`src/rtl/sccb_ctrl_pkg.sv`:
```
// Shared SCCB write-controller definitions: FSM states, quarter counts per phase
// and the bit total of a 3-phase write.
package sccb_ctrl_pkg;

    typedef enum logic [2:0] {
        ST_IDLE,
        ST_START,
        ST_BIT,
        ST_STOP,
        ST_BUF
    } state_t;

    localparam int Q_START   = 2;
    localparam int Q_BIT     = 4;
    localparam int Q_STOP    = 3;
    localparam int Q_BUF     = 4;
    localparam int BIT_TOTAL = 27;
    localparam int TOTAL_Q   = Q_START + Q_BIT * BIT_TOTAL + Q_STOP + Q_BUF;

    // Bits 8, 17 and 26 are the 9th (don't-care) bit of each byte.
    function automatic logic is_ack_slot(input logic [4:0] bitn);
        return (bitn == 5'd8) || (bitn == 5'd17) || (bitn == 5'd26);
    endfunction

endpackage

```
`src/rtl/sccb_ctrl_tick.sv`:
```
// Quarter-bit tick generator: a 16-bit down-counter reloaded with CLK_DIV-1,
// restartable so the first quarter of a transaction is always full length.
module sccb_tick #(
    parameter int CLK_DIV = 100
) (
    input  logic clk,
    input  logic rst,
    input  logic restart,
    output logic tick
);

    localparam logic [15:0] RELOAD = 16'(CLK_DIV - 1);

    logic [15:0] cnt;

    always_ff @(posedge clk) begin
        if (rst) begin
            cnt <= '0;
        end else if (restart || cnt == 16'd0) begin
            cnt <= RELOAD;
        end else begin
            cnt <= cnt - 16'd1;
        end
    end

    assign tick = (cnt == 16'd0);

endmodule

```
`src/rtl/sccb_ctrl.sv`:
```
// SCCB 3-phase write master: START, dev_id, sub_addr, wr_data, STOP, bus-free.
// All bus and handshake outputs are registered from the next-state values.
module sccb_ctrl
    import sccb_ctrl_pkg::*;
#(
    parameter int CLK_DIV = 100
) (
    input  logic       clk,
    input  logic       rst,
    input  logic       req,
    input  logic [7:0] dev_id,
    input  logic [7:0] sub_addr,
    input  logic [7:0] wr_data,
    output logic       ack,
    output logic       busy,
    output logic       done,
    output logic       sccb_c,
    output logic       sccb_d,
    output logic       sccb_d_oe
);

    state_t      state, state_n;
    logic [1:0]  q, q_n;
    logic [4:0]  bitn, bitn_n;
    logic [23:0] sh, sh_n;
    logic        accept;
    logic        tick;

    assign accept = (state == ST_IDLE) && req;

    sccb_tick #(.CLK_DIV(CLK_DIV)) u_tick (
        .clk     (clk),
        .rst     (rst),
        .restart (accept),
        .tick    (tick)
    );

    // Bus levels {c, d, oe} for a given state/quarter; d is held across a whole bit.
    function automatic logic [2:0] bus_drive(input state_t s, input logic [1:0] qi,
                                             input logic [4:0] b, input logic msb);
        logic c;
        c = (qi == 2'd1) || (qi == 2'd2);
        case (s)
            ST_START: return {qi == 2'd0, 1'b0, 1'b1};
            ST_BIT:   return is_ack_slot(b) ? {c, 2'b00} : {c, msb, 1'b1};
            ST_STOP:  return {qi != 2'd0, qi == 2'd2, 1'b1};
            default:  return 3'b111;
        endcase
    endfunction

    always_comb begin
        state_n = state;
        q_n     = q;
        bitn_n  = bitn;
        sh_n    = sh;
        case (state)
            ST_IDLE: begin
                if (req) begin
                    state_n = ST_START;
                    q_n     = '0;
                    bitn_n  = '0;
                    sh_n    = {dev_id, sub_addr, wr_data};
                end
            end
            ST_START: begin
                if (tick) begin
                    if (q == 2'(Q_START - 1)) begin
                        state_n = ST_BIT;
                        q_n     = '0;
                    end else begin
                        q_n = q + 2'd1;
                    end
                end
            end
            ST_BIT: begin
                if (tick) begin
                    if (q == 2'(Q_BIT - 1)) begin
                        q_n    = '0;
                        bitn_n = bitn + 5'd1;
                        // The 9th bit carries no data, so the shifter pauses on it.
                        if (!is_ack_slot(bitn)) begin
                            sh_n = {sh[22:0], 1'b0};
                        end
                        if (bitn == 5'(BIT_TOTAL - 1)) begin
                            state_n = ST_STOP;
                        end
                    end else begin
                        q_n = q + 2'd1;
                    end
                end
            end
            ST_STOP: begin
                if (tick) begin
                    if (q == 2'(Q_STOP - 1)) begin
                        state_n = ST_BUF;
                        q_n     = '0;
                    end else begin
                        q_n = q + 2'd1;
                    end
                end
            end
            ST_BUF: begin
                if (tick) begin
                    if (q == 2'(Q_BUF - 1)) begin
                        state_n = ST_IDLE;
                        q_n     = '0;
                    end else begin
                        q_n = q + 2'd1;
                    end
                end
            end
            default: state_n = ST_IDLE;
        endcase
    end

    always_ff @(posedge clk) begin
        if (rst) begin
            state                         <= ST_IDLE;
            q                             <= '0;
            bitn                          <= '0;
            sh                            <= '0;
            ack                           <= 1'b0;
            busy                          <= 1'b0;
            done                          <= 1'b0;
            {sccb_c, sccb_d, sccb_d_oe}   <= 3'b111;
        end else begin
            state                         <= state_n;
            q                             <= q_n;
            bitn                          <= bitn_n;
            sh                            <= sh_n;
            ack                           <= accept;
            busy                          <= (state_n != ST_IDLE);
            done                          <= (state == ST_BUF) && (state_n == ST_IDLE);
            {sccb_c, sccb_d, sccb_d_oe}   <= bus_drive(state_n, q_n, bitn_n, sh_n[23]);
        end
    end

endmodule

```
`config.mk`:
```
export PLATFORM = sky130hd
export DESIGN_NAME = sccb_ctrl
export DESIGN_NICKNAME = d
export VERILOG_FILES = /design/src/rtl/sccb_ctrl_pkg.sv /design/src/rtl/sccb_ctrl_tick.sv /design/src/rtl/sccb_ctrl.sv
export SDC_FILE = /design/constraint.sdc
export NUM_CORES = 1
export LEC_CHECK = 0
export CORE_MARGIN = 5
export CORE_UTILIZATION = 45
export CTS_CLUSTER_DIAMETER = 200
export DETAILED_ROUTE_END_ITERATION = 8
export PLACE_DENSITY = 0.77
export SETUP_SLACK_MARGIN = 0.15
export SLEW_MARGIN = 5
export SYNTH_ARGS = -nofsm -noshare
export SYNTH_HDL_FRONTEND = slang
export SYNTH_HIERARCHICAL = 1
export SYNTH_SLANG_ARGS = --single-unit
```
`constraint.sdc`:
```
create_clock -name clk -period 2.4 [get_ports clk]
set_input_delay 0.48 -clock clk [delete_from_list [all_inputs] [get_ports clk]]
set_output_delay 0.48 -clock clk [all_outputs]
set_load 0.01 [all_outputs]
```
==> reports/metrics.cfg <==
[run_status]
status = finished with violations
violations = setup timing

[final_layout]
n_fill_cell = 545
final_layout_size_suffix_gt1_share_pct = 35.9
final_common_cell = dfxtp_1
syn2layout_area_growth_pct = 28.5
fin_cells = 462
final_nets = 421
fin_area_um2 = 3990
antennaDiodeCount = 0
layout_common_cells = dfxtp_1, nor2_1, clkdlybuf4s50_1, nand2_1, a22oi_2
fin_util_pct = 59.1

[pwr]
powerDensity_nw_per_um2 = 603
ir_worst_vdd_v = 0.000385
p_leak_uw = 0.00140

[clocking]
cts_buffer_depth = 2
h-tree-depth = 2
cts.clk_slew.worst_paths_ns = 0.10
holdBufCountCts = 0
cts_buffers = 5
clockRootBuffer = clkbuf_8
numClockSinks = 56
clock_latency_ns = 0.31
cts_tree = built

[sta]
max_slew_margin_pct = 57.3
holdWs_ns = 0.489
fin_ws_ns = -0.137
tns_ns = -0.190
fmax_mhz = 394
rsz0062_at_grt = yes
finalCritPeriodShare_pct = 106
finalHoldViolCount = 0
worstMarginPinSlew_ns = 0.639
clock-skew-final_ns = 0.00835
setup_viol = 2
min_period_ns = 2.54
finalMaxSlewViolations = 0

[die]
ioPinCount = 33
die-area_um2 = 8660
die_x_um = 93.1
rows = 30
die_h_um = 93.1
initial_core_util_pct = 46.0
core_area_um2 = 6760

[global_route]
grt_remaining_overflow = 0
grt_pass1_wl_um = 12000
grt_max_degree = 28
grt_pass1_vias = 2561
antenna_found_initial = 0
grtUsageTotal_pct = 17.2

[route]
drt-initial-drc-count = 124
wire_per_inst_um = 16.2
post-route-drc-count = 0
viasPerCell = 5.65
firstDrtPassIters = 4
vias = 2611
routed_wl_um = 7470
drtAntennaViolNets = 0

[placement]
dp_cells = 434
gp_congestion = 0.837
place_area_um2 = 3530
io_buffers = 32
dp.final_hpwl_um = 4500

[flow_run]
drv_cap = 0

[synth]
ys_types = 60
synth_edf_count = 0
postSynth.asyncResetShare_pct = 0
ys_seq_area_share_pct = 36.1
yosys_warnings = 6
ys.flop_type = dfxtp_1
synth.avg_cell_area_um2 = 9.56
syn_area_um2 = 3110
ys_ff_latch = 56
synth_cells = 325
synth.net_count = 365

[critical_path]
crit_type = reg2reg
arrival_ns = 2.74
start_kind = register
critPathRequiredTime_ns = 2.61
path_max_fanout = 5
end_kind = register

[min_path]
hold_class = reg2reg

==> cells by family (layout without fill, tap and decap cells) <==
logic type	count (synthesis)	count (layout)	synth area share [%]
simple gates	119	122	21.0
mux	4	4	1.61
buf+inv	31	85	6.61
fa+ha+maj	13	13	5.24
flops	56	56	36.1
compound gates	89	89	25.7
xor+xnor	13	13	3.67
==> worst paths after layout <==
path | slack (ns) | endpoint | cells after the start | startpoint
max | -0.14 | sccb_c | 13 | u_tick/cnt[1]
max reg2reg | -0.14 | sccb_c | 13 | u_tick/cnt[1]
min reg2reg | 0.49 | sh[9] | 2 | sh[9]
min | 0.49 | sh[9] | 2 | sh[9]
==> timing repair <==
item | in CTS | in global routing
setup endpoints to repair | 25 | 33
gates resized for setup | 21 | 15
gates cloned | 5 | 0
buffers inserted | 13 | 2
pin swaps | 31 | 28
==> critical path: stages, from the launching register on <==
cell and delay, ns:
dfxtp_2 0.34, inv_2 0.07, ha_4 0.13, nor4b_4 0.28
buf_4 0.17, and4_4 0.26, nor3b_1 0.25, o21ai_0 0.14
o31ai_2 0.10, buf_4 0.16, buf_4 0.10, ha_1 0.21
o22ai_1 0.14, nand2b_1 0.07
==> sequential cells by signal, summed over array words and instances, names as in the netlist <==
name,count
bitn,5
u_tick/cnt,16
done,1
sh,24
q,2
busy,1
ack,1
sccb_c,1
sccb_d_oe,1
state,3
sccb_d,1
==> layout make-up <==
| cell class | count | area (um2) | share of cell area, % |
|---|---|---|---|
| Clock buffer | 5 | 68.8 | 1.72 |
| Clock inverter | 3 | 42.5 | 1.07 |
| Inverter | 11 | 41.3 | 1.03 |
| Multi-Input combinational cell | 241 | 1920 | 48.2 |
| Sequential cell | 56 | 1120 | 28.2 |
| Tap cell | 80 | 100 | 2.51 |
| Timing Repair Buffer | 66 | 691 | 17.3 |
==> layer usage <==
layer / vias up / part of all wire, % / global-route usage (%)
met2: 51 / 49 / 27.1
met3: 14 / 3.2 / 2.65
li1: 1283 / - / -
met1: 1263 / 46 / 23.7
met4: 0 / 2.1 / 6.23
met5: - / 0 / 0
==> metrics by stage <==
stage	total power, uW	setup slack, ns
floorplan	1540	0.120
global placement	1700	0.0426
detailed placement	1710	0.000566
CTS	2390	-0.00845
global route	2540	-0.307
finish	2410	-0.137
==> power breakdown <==
| group | internal [uW] | leakage (uW) | switching (uW) | total, uW |
|---|---|---|---|---|
| combinational | 344 | 0.000889 | 355 | 699 |
| clock | 309 | 0.0000541 | 315 | 624 |
| sequential | 1010 | 0.000459 | 75.0 | 1080 |
==> synthesized netlist by cell type, types with 3 or more instances <==
cell	count	share of area, %
ha_1	13	5.2
o21ai_1	3	0.48
inv_1	11	1.3
nand2_1	33	4.0
a31oi_1	3	0.60
nor3b_1	3	0.73
dfxtp_1	56	36
xor2_1	8	2.3
nand3b_1	3	0.73
nand2b_1	3	0.60
a22oi_2	22	8.9
nand3_1	6	0.97
nand4_1	3	0.60
o21ai_0	3	0.48
clkbuf_1	6	0.73
buf_6	7	2.5
nor4_1	3	0.60
a21oi_2	21	5.9
a21oi_1	14	2.3
a22oi_1	5	1.2
a221o_1	3	0.97
nor2_1	33	4.0
nor3_1	3	0.48
xnor2_1	5	1.4
nor2b_1	5	1.0
nand4b_1	3	0.85
buf_4	3	0.73
(Power assumes the default switching activity.)
